File: src/rtl/seg7_pkg.sv
// Shared constants for the two-digit seven-segment to binary converter:
// segment patterns, FSM state encoding and default settle time.
package seg7_pkg;

  // Patterns are {g,f,e,d,c,b,a}, active-high.
  localparam logic [6:0] SEG_0     = 7'h3F;
  localparam logic [6:0] SEG_1     = 7'h06;
  localparam logic [6:0] SEG_2     = 7'h5B;
  localparam logic [6:0] SEG_3     = 7'h4F;
  localparam logic [6:0] SEG_4     = 7'h66;
  localparam logic [6:0] SEG_5     = 7'h6D;
  localparam logic [6:0] SEG_6     = 7'h7D;
  localparam logic [6:0] SEG_7     = 7'h07;
  localparam logic [6:0] SEG_8     = 7'h7F;
  localparam logic [6:0] SEG_9     = 7'h6F;
  localparam logic [6:0] SEG_BLANK = 7'h00;

  localparam int unsigned STABLE_CYCLES_DEFAULT = 4;

  typedef enum logic [2:0] {
    ST_IDLE,
    ST_SETTLE,
    ST_DECODE,
    ST_HOLD,
    ST_WAIT
  } state_t;

endpackage

File: src/rtl/seg7_digit_decode.sv
// Combinational decode of one seven-segment pattern into a BCD digit,
// optionally treating an all-off pattern as zero (leading-digit blanking).
module seg7_digit_decode
  import seg7_pkg::*;
(
  input  logic [6:0] pattern,
  input  logic       allow_blank,
  output logic [3:0] digit,
  output logic       legal
);

  always_comb begin
    digit = 4'd0;
    legal = 1'b1;
    case (pattern)
      SEG_0: digit = 4'd0;
      SEG_1: digit = 4'd1;
      SEG_2: digit = 4'd2;
      SEG_3: digit = 4'd3;
      SEG_4: digit = 4'd4;
      SEG_5: digit = 4'd5;
      SEG_6: digit = 4'd6;
      SEG_7: digit = 4'd7;
      SEG_8: digit = 4'd8;
      SEG_9: digit = 4'd9;
      default: legal = allow_blank && (pattern == SEG_BLANK);
    endcase
  end

endmodule

File: src/rtl/seg7_to_bin.sv
// Debounces a two-digit seven-segment display reading and converts it to a
// 4-bit binary value with a valid/ready handshake on the result.
//
// state  | meaning
// IDLE   | first edge after reset: take initial snapshot
// SETTLE | count edges on which inputs match the snapshot
// DECODE | register the decoded result
// HOLD   | result presented, waiting for out_ready
// WAIT   | result consumed, waiting for inputs to change
module seg7_to_bin
  import seg7_pkg::*;
#(
  parameter int unsigned STABLE_CYCLES = STABLE_CYCLES_DEFAULT
) (
  input  logic       clk,
  input  logic       rst_n,
  input  logic [6:0] seg_tens,
  input  logic [6:0] seg_ones,
  input  logic       out_ready,
  output logic       out_valid,
  output logic [3:0] out_bin,
  output logic       out_err
);

  localparam logic [7:0] STABLE_TC = 8'(STABLE_CYCLES);

  state_t      state;
  logic [13:0] snap;
  logic [7:0]  cnt;
  logic [13:0] seg_in;
  logic [3:0]  tens_dig;
  logic [3:0]  ones_dig;
  logic        tens_ok;
  logic        ones_ok;
  logic [4:0]  value;
  logic        decode_bad;

  assign seg_in = {seg_tens, seg_ones};

  seg7_digit_decode u_dec_tens (
    .pattern     (snap[13:7]),
    .allow_blank (1'b1),
    .digit       (tens_dig),
    .legal       (tens_ok)
  );

  seg7_digit_decode u_dec_ones (
    .pattern     (snap[6:0]),
    .allow_blank (1'b0),
    .digit       (ones_dig),
    .legal       (ones_ok)
  );

  // Tens above 1 is already out of range and would overflow the 5-bit sum.
  assign value      = {1'b0, tens_dig} * 5'd10 + {1'b0, ones_dig};
  assign decode_bad = !tens_ok || !ones_ok || (tens_dig > 4'd1) || (value > 5'd15);

  always_ff @(posedge clk or negedge rst_n) begin
    if (!rst_n) begin
      state     <= ST_IDLE;
      snap      <= '0;
      cnt       <= '0;
      out_valid <= 1'b0;
      out_bin   <= '0;
      out_err   <= 1'b0;
    end else begin
      case (state)
        ST_IDLE: begin
          snap  <= seg_in;
          cnt   <= '0;
          state <= ST_SETTLE;
        end
        ST_SETTLE: begin
          if (seg_in != snap) begin
            snap <= seg_in;
            cnt  <= '0;
          end else begin
            cnt <= cnt + 8'd1;
            if (cnt + 8'd1 == STABLE_TC) state <= ST_DECODE;
          end
        end
        ST_DECODE: begin
          out_valid <= 1'b1;
          out_err   <= decode_bad;
          out_bin   <= decode_bad ? 4'd0 : value[3:0];
          state     <= ST_HOLD;
        end
        ST_HOLD: begin
          if (out_ready) begin
            out_valid <= 1'b0;
            state     <= ST_WAIT;
          end
        end
        ST_WAIT: begin
          if (seg_in != snap) begin
            snap  <= seg_in;
            cnt   <= '0;
            state <= ST_SETTLE;
          end
        end
        default: begin
          out_valid <= 1'b0;
          state     <= ST_IDLE;
        end
      endcase
    end
  end

endmodule

File: config.mk
export PLATFORM = sky130hd
export DESIGN_NAME = seg7_to_bin
export DESIGN_NICKNAME = d
export VERILOG_FILES = /design/src/rtl/seg7_pkg.sv /design/src/rtl/seg7_digit_decode.sv /design/src/rtl/seg7_to_bin.sv
export SDC_FILE = /design/constraint.sdc
export NUM_CORES = 1
export LEC_CHECK = 0
export BUFFER_PORTS_ARGS = -buffer_cell sky130_fd_sc_hd__buf_2
export CORE_MARGIN = 2
export CORE_UTILIZATION = 45
export DETAILED_ROUTE_END_ITERATION = 6
export PLACE_DENSITY = 0.66
export SYNTH_ARGS = -nofsm -noshare
export SYNTH_HDL_FRONTEND = slang
export SYNTH_SLANG_ARGS = --single-unit
export TNS_END_PERCENT = 50
File: constraint.sdc
create_clock -name clk -period 7.1 [get_ports clk]
set_clock_uncertainty 0.05 [all_clocks]
set_input_delay 0.355 -clock clk [delete_from_list [all_inputs] [get_ports clk]]
set_output_delay 0.355 -clock clk [all_outputs]
set_load 0.05 [all_outputs]
**Yosys cells after proc, flatten, opt, wreduce, memory -nomap -nowiden**

Cells that the tools add are included.
Widths: inputs -> output; s select.

- Add/sub/neg operators: 2
- $mul: 1
- $lt $le $gt $ge: 2
- Eq/ne operators: 31
- Muxes and demuxes: 17
- Bitwise logic cells: 1
- Reduce and logical (&&, ||, !) cells: 17

Operators by type and width:

| operator | number |
|---|---|
| $eq 7x7->1 const B | 14 |
| $pmux 4 s9 | 2 |
| $eq 7x3->1 const B | 4 |
| $pmux 14 s2 | 1 |
| $pmux 8 s3 | 1 |
| $reduce_or 10->1 | 2 |
| $mux 8 | 2 |
| $pmux 3 s5 | 1 |
| $eq 7x6->1 const B | 2 |
| $mux 14 | 1 |
| $ne 14x14->1 | 1 |
| $mux 3 | 4 |
| $add 8x1->8 const B | 1 |
| $eq 8x3->1 const B | 1 |
| $ne 2x2->1 const B | 4 |
| $logic_not 7->1 | 1 |
| $eq 3x2->1 const B | 2 |
| $reduce_and 2->1 | 3 |
| $add 5x4->5 | 1 |
| $gt 5x4->1 const B | 1 |
| $gt 4x1->1 const B | 1 |
| $mul 4x3->4 const B | 1 |
| $mux 4 | 1 |
| $reduce_and 4->1 | 1 |
| other kinds (13) | 18 |

- Flip-flop bits (word level): 31
- Bits of input ports: 17
- Output and inout port bits: 6
- Logic and storage cells: 77

**Depth between registers and ports, before layout**

Gate-level depths: netlist of run 1.

- Depth in word-level cells: 8
- Depth in mapped cells: 12
- Mapped depth without buffers: 11

**Hierarchy**

Synthesis of run 1 repeated with hierarchy kept, for this count alone.

- Cells, all modules: 264
- Area total of the unflattened synthesis: 2381.0 µm²

By module, submodules not included:

| module | times used | cells each | area an instance (µm²) | sequential area each (µm²) |
|---|---|---|---|---|
| seg7_to_bin | 1 | 200 | 1960.6 | 775.7 |
| seg7_digit_decode | 2 | 32 | 210.2 | 0.0 |

**Worst setup path after synthesis of run 1**

Ideal clock, no wire load.

- Kind: register to register
- Start: register snap[5]
- End: register out_bin[1]
- Setup time: 0.067 ns
- Arrival: 2.455 ns
- Required time: 6.983 ns
- Path slack: 4.528 ns
- Stages on the path, launching flop included: 12
- Path buffers: 1
- Clock period less this slack: 2.572 ns
- Path through: dfrtp_1 buf_6 or4b_4 o21ai_0 a21oi_1 nor2b_1 ha_1 a21o_1 a21oi_1 xnor2_1 a211oi_2 a22o_1

- Cells in the longest elaborated chain, start to end: 8

Ends and longest elaborated chain:

| item | RTL line | source |
|---|---|---|
| start: declaration | seg7_to_bin.sv:28 | `logic [13:0] snap;` |
| start signal: assignment | seg7_to_bin.sv:69 | `snap <= seg_in;` |
| start signal: assignment | seg7_to_bin.sv:75 | `snap <= seg_in;` |
| start signal: assignment | seg7_to_bin.sv:96 | `snap <= seg_in;` |
| branches (longest 7 deep; another with $add 5x4->5) | - |  |
| $mux 4 (*) | seg7_to_bin.sv:85 | `out_bin <= decode_bad ? 4'd0 : value[3:0];` |
| end signal: assignment | seg7_to_bin.sv:85 |  |
| end: declaration | seg7_to_bin.sv:21 | `output logic [3:0] out_bin,` |

Mark *: on every way between the ends.
A chain may end at the register's enable or synchronous reset.

**Worst setup path in the final report of run 1**

- Start: register snap[10]
- End: register out_bin[2]

- Cells in the longest elaborated chain, start to end: 8

Ends and longest elaborated chain:

| item | RTL line |
|---|---|
| branches (longest 7 deep; another with $add 5x4->5) | - |
| $mux 4 (*) | seg7_to_bin.sv:85 |

Marked as above.

==> metrics.txt, run 1 <==
Cell Chain, Critical Path nand2b_1, or3_1, o21ai_0, nand3_1, o41ai_1, ha_1, ha_1, a21oi_1, xnor2_1, a211oi_2, a22o_1; post-cts resize count 0; synthesized area per cell 9.418 sq um; Max rail drop VDD 0.1282 mV; DR WL met2 2141 microns; Non-Filler Instances 316; fill cell count 462; met3 WL 122 microns; r2r endpoint out_bin[2]$_DFFE_PN0P_; YS warnings 0; Fin Hold WS 58.52 ps; RSZ-0062 raised after global routing false; max layer used met4; Synth cell types 54; share of cells above drive strength 1 21.69%; Hold Vio Cnt, Final 0; max-slew violation count 0; CTS Root Buffer Type clkbuf_8; reg2reg start snap[10]$_DFFE_PN0P_; diode count 0; Reg2Reg Depth 11; Congestion Overflow GR 0; total power 440.9 uW; cell depth of the worst setup path 11; vias per cell 5.576; leading area contributor after synthesis dfrtp_1; clock sinks 31; Slew @ Worst Pin 825.0 ps; PortBufs 22; Critical Path Source snap[10]$_DFFE_PN0P_; largest net degree at the start of global routing 32; Detailed Route WL 4470 microns; kind of critical path flip-flop to flip-flop; TritonCTS clock tree yes; # DRC 0; Worst Hold Class input pin to asynchronous set/reset pin; chip width 75.02 microns; Async S/R FF share, synth 100.0%; first-pass GRT wire length 7555 microns; Synth Flop Type dfrtp_1; post-synthesis cell area 2270 sq um; Die Y-Extent 75.02 microns; Max-Cap Viols 0; f_max 0.3621 GHz; register area 775.7 sq um; Setup TNS 0 ps; CP Max Fanout 8; Cells after DPL 308; worst setup path end out_bin[2]$_DFFE_PN0P_; Hold-fix buffers, CTS 0; critical path data required time 7280 ps; Initial Utilization 47.42%; metal1 wirelength 2144 microns; CP most frequent cell ha_1; Avg WL per Cell 14.15 microns; CP Buf/Inv Count 0; DRT iter0 DRCs 80; area of the multi-input gates 1329 sq um; # Post-CTS Setup Buffers 0; endpoints failing setup 0; Cells after Synth 241; gpl congestion 0.7965; Area growth syn-to-layout 8.269%; Final nets 271; vias in the first global route 1596; leak pwr 1.103 nW; largest stage delay on the critical path 450 ps; Seq/Total Area, Yosys 34.18%; clk_lat worst skew 290 ps; Tmin final 2761 ps; Worst Path Arrival 2940 ps; initial antenna violation count 0; CTS buffer count 5; Final ANT Viol Nets 0; core area 4786 sq um; FF+latch count, synth 31; H-tree depth 2; CTS clk-pin slew, worst paths 70 ps; DP HPWL 3156 microns; Longest Clk Path Bufs 2; Synth Net Count 264; Post-synth EDFFs 0; via count 1762; CP max-delay cell dfrtp_1; CP endpoint kind flip-flop; Slew headroom 45.00%; most common cell in the netlist dfrtp_1; std cell rows 25; Synth top area share 34.18%; total global-route track usage 17.76%; Detailed Routing Iterations Pass 1 4; Worst path top cell family by delay compound AO/OA/AOI/OAI gates; Synth area leaders dfrtp_1, mux2_4, xnor2_1, nand2_1, nand3_1; IO Count 23; Die Footprint 5628 sq um; reg-to-reg slack, setup 4340 ps; fin crit share 38.89%; status finished, final reports clean; synth cell count leaders dfrtp_1, nand2_1, nand3_1; Setup crit start kind flip-flop; Power Dens Cells 179.4 nW/um^2
area by class of cell:
class | count | share of cell area [%]
multi-input cells | 184 | 54.07
clock inverters | 3 | 2.749
well taps | 67 | 3.411
flip-flops and latches | 31 | 31.57
clock buffers | 5 | 2.800
inverters | 2 | 0.3055
repair buffers | 24 | 5.092
worst min-delay path by stage:
stage,depth (start not counted),from,slack (ps),end
after floorplan,0,rst_n,9,cnt[0]$_DFFE_PN0P_
after global placement,1,rst_n,410,out_bin[3]$_DFFE_PN0P_
after detailed placement,1,rst_n,400,out_bin[3]$_DFFE_PN0P_
after CTS,1,rst_n,90,snap[5]$_DFFE_PN0P_
after global routing,1,rst_n,120,snap[5]$_DFFE_PN0P_
final,1,rst_n,60,out_bin[3]$_DFFE_PN0P_
stage by stage:
stage,utilization [%],setup WS [ps],area [sq um]
after global placement,48.50,4410,2321
after CTS,51.35,4329,2457
after detailed placement,48.50,4355,2321
after floorplan,-,4528,2270
after global routing,51.35,4108,2457
final,51.35,4339,2457
cell usage in the layout, fill, tap and decap left out, drive strengths merged, types with 2 or more instances in the layout:
master,instances
nor2b,3
and3,3
mux2,14
nand2,27
and2,2
nand2b,6
nor4,5
xor2,4
a211oi,2
o21ai,11
nand4,13
o41ai,3
ha,5
inv,2
a31oi,4
nor2,9
nor3,5
clkbuf,5
dfrtp,31
or3,2
nor3b,2
nand4b,4
xnor2,15
mux2i,2
a22o,3
buf,24
bufinv,2
o31ai,2
a21oi,4
nand3,18
worst reg2reg max path: cells and delay by family (launching register included):
family,cells,cell delay (ps)
fa+ha+maj,2,610
xor+xnor,1,110
flops,1,450
compound gates,5,860
simple gates,3,640
cell families (layout without fill, tap and decap cells):
family                   after synthesis  count (layout)  share of synthesized area [%]
AO/OA/AOI/OAI                         37              37                          11.85
XOR/XNOR                              19              19                          7.993
adder cells (fa/ha/maj)                6               6                          3.638
buffers and inverters                 26              34                          7.276
multiplexers                          16              16                          9.482
flip-flops                            31              31                          34.18
AND/OR/NAND/NOR                      106             106                          25.58
registers in the layout, summed over array words and instances (netlist names):
register   flops
snap          14
out_valid      1
out_bin        4
state          3
out_err        1
cnt            8
report_power, final:
part	total, mW	internal (mW)	switching [mW]
registers	0.190	0.181	0.00973
clock network	0.212	0.140	0.0719
logic	0.0388	0.0195	0.0193
metal layers:
metal | track usage (%) | vias to the layer above
met5 | 0 | -
met3 | 4.016 | 7
li1 | - | 889
met2 | 27.78 | 24
met1 | 24.37 | 842
met4 | 5.952 | 0
No activity file was read; power rests on OpenSTA's default activity.
==> inputs of run 2 (changes only) <==
Settings changed: ABC_AREA set to 1, PLACE_DENSITY 0.66 to 0.68.
Clock period 7.1 ns to 2.5 ns, I/O delays scaled along.
==> run 2 against run 1 <==
Highest routed layer unchanged. Flip-flop and latch count did not move. Global-route usage rose by 0.26 points. Largest power group is now registers. Worst hold slack got worse by 33 ps. Clock power rose by 87%.
==> metrics.txt, run 2 <==
status finished, final reports clean; # DRC 0 (unchanged); FF+latch count, synth 31 (unchanged); Async S/R FF share, synth 100.0% (unchanged); first-pass GRT wire length 7879 microns (+4.3%); register area 775.7 sq um (unchanged); Congestion Overflow GR 0 (unchanged); kind of critical path flip-flop to flip-flop; leading area contributor after synthesis dfrtp_1; Seq/Total Area, Yosys 33.48% (-0.70 points); clock sinks 31 (unchanged); most common cell in the netlist nand2_1; Detailed Route WL 4663 microns (+4.3%); share of cells above drive strength 1 25.78% (+4.1 points); Final nets 407 (+50%); Avg WL per Cell 10.27 microns (-27%); f_max 0.4266 GHz (+18%); Synth cell types 31 (-43%); clk_lat worst skew 280 ps (about the same); H-tree depth 2 (unchanged); vias per cell 4.729 (-15%); CTS Root Buffer Type clkbuf_8; fill cell count 511 (+11%); Worst Path Arrival 2450 ps (-490 ps); Area growth syn-to-layout 17.98%; Top reg by flops snap; critical path data required time 2610 ps (-4670 ps); Setup WS post-layout 156.1 ps (-4182 ps); max-slew violation count 0 (unchanged); TritonCTS clock tree yes; Synth top area share 33.48% (-0.70 points); Cells after Synth 344 (+43%); CP Max Fanout 5 (-3); DP HPWL 3565 microns (+13%); Setup crit start kind flip-flop; DP Worst Slack -44.28 ps (-4399 ps); synthesized area per cell 6.736 sq um (-28%); most common cell after layout, fill and taps aside nand2_1; PortBufs 22 (unchanged); CTS buffer count 5 (unchanged); Slew headroom 35.50% (-9.5 points); Die Footprint 5740 sq um (+2.0%); initial antenna violation count 0 (unchanged); CP endpoint kind flip-flop; Tmin final 2344 ps (-417.6 ps); fin crit share 93.75% (+55 points); Slew @ Worst Pin 963.8 ps (+138.8 ps); leak pwr 1.512 nW (+37%); Synth Flop Type dfrtp_1; Largest register FFs 14 (unchanged); Synth Net Count 367 (+39%); via count 2147 (+22%); post-synthesis cell area 2317 sq um (+2.1%); diode count 0 (unchanged); Power Dens Cells 419.8 nW/um^2 (+130%); Final ANT Viol Nets 0 (unchanged); Synth area leaders dfrtp_1, nand2_1, nor2_1, inv_1, o21ai_2; Worst Hold Class input pin to flip-flop; synth cell count leaders nand2_1, nor2_1, inv_1; reg-to-reg slack, setup 160 ps (-4180 ps); area of the multi-input gates 1363 sq um (+2.5%); top flop regs snap (14), cnt (8), out_bin (4); Fin Hold WS 25.77 ps (-32.75 ps); endpoints failing setup 0 (unchanged); Post-synth EDFFs 0 (unchanged); Max rail drop VDD 0.3134 mV (+140%); CTS clk-pin slew, worst paths 60 ps (about the same); largest net degree at the start of global routing 32 (unchanged); std cell rows 26 (+4.0%); core area 5042 sq um (+5.4%); gpl congestion 0.9211 (+16%); vias in the first global route 1868 (+17%); YS warnings 0 (unchanged); total global-route track usage 18.02% (+0.26 points); DRT iter0 DRCs 79 (-1.3%); Detailed Routing Iterations Pass 1 4 (unchanged); final design utilization 54.22% (+2.9 points); IO Count 23 (unchanged); Longest Clk Path Bufs 2 (unchanged); Hold Vio Cnt, Final 0 (unchanged); chip width 75.76 microns (+0.99%); commonest non-fill, non-tap cells in the layout nand2_1, nor2_1, inv_1; Initial Utilization 45.96% (-1.5 points); Die Y-Extent 75.76 microns (+0.99%); Max-Cap Viols 0 (unchanged)
## run 2: changes by cell type after synthesis, moves of 10 or more
| cell | before | now |
|---|---|---|
| nor2_1 | 9 | 43 |
| mux2_4 | 10 | 0 |
| o21ai_2 | 0 | 14 |
| inv_1 | 2 | 39 |
| inv_2 | 0 | 11 |
| nand2_1 | 27 | 121 |
## run 2: final timing paths
| check | startpoint | endpoint | depth (start not counted) |
|---|---|---|---|
| worst max register to register | snap[10]$_DFFE_PN0P_ | out_err$_DFFE_PN0P_ | 16 |
| max in group asynchronous | rst_n | state[1]$_DFFE_PN0P_ | 2 |
| worst min register to register | out_bin[1]$_DFFE_PN0P_ | out_bin[1]$_DFFE_PN0P_ | 2 |
| min in group asynchronous | rst_n | cnt[1]$_DFFE_PN0P_ | 2 |
| worst min-delay path | seg_ones[2] | snap[2]$_DFFE_PN0P_ | 3 |
| worst max-delay path | snap[10]$_DFFE_PN0P_ | out_err$_DFFE_PN0P_ | 16 |
## run 2: cell families (layout without fill, tap and decap cells)
kind of cell	after synthesis	in the layout	synth area share (%)
xor+xnor	7	7	2.646
buf+inv	55	95	9.665
flops	31	31	33.48
fa+ha+maj	6	6	3.564
simple gates	216	216	40.55
compound gates	29	29	10.10
## run 2: layout make-up
cell class,instances,share of cell area (%)
clock inverters,1,0.1831
well taps,70,3.204
repair buffers,38,8.513
multi-input cells,258,49.84
clock buffers,6,3.021
flip-flops and latches,31,28.38
inverters,50,6.865
## run 2: worst max-delay path: stages, from the launching register on
cell and delay (ps):
dfrtp_1 400, inv_2 80, nand2_1 70, nor2_1 40
nand2_1 80, nand2_1 80, nor2_2 140, inv_2 60
ha_4 240, ha_4 220, a21oi_1 150, nand2_1 80
xor2_1 150, nor2_1 90, nand2_1 80, nor2_4 130
a21boi_1 80
## run 2: power breakdown
group          switching (mW)  total [mW]  internal (mW)  leakage, nW
clock                   0.182       0.397          0.216       0.0470
combinational           0.131       0.207         0.0763         1.07
sequential             0.0201       0.544          0.524        0.392
## run 2: per-stage QoR
stage / total power [mW] / area, sq um / instances / TNS (ps)
after floorplan: 0.6797 / 2317 / 344 / 0
after global placement: 0.7473 / 2561 / 442 / 0
after detailed placement: 0.7508 / 2561 / 442 / -114.4
after CTS: 1.152 / 2676 / 450 / 0
after global routing: 1.212 / 2734 / 454 / -2.614
final: 1.148 / 2734 / 454 / 0
## run 2: per-layer routing
layer  wire (microns)  GRT usage (%)  share of wire [%]  vias to the layer above
met1             2385          23.59                 51                      947
met2             2067          29.50                 44                       39
li1                 -              -                  -                     1154
met5                0              0                  0                        -
met4               44          5.848               0.94                        0
met3              166          3.968                3.6                        7
## run 2: timing repair
| action | in CTS | in global routing |
|---|---|---|
| hold buffers | 1 | 0 |
| endpoints found under the hold margin | 31 | 0 |
| pin swaps | 0 | 2 |
| resized for setup | 2 | 9 |
| setup endpoints to repair | 5 | 5 |
| buffers inserted | 0 | 4 |
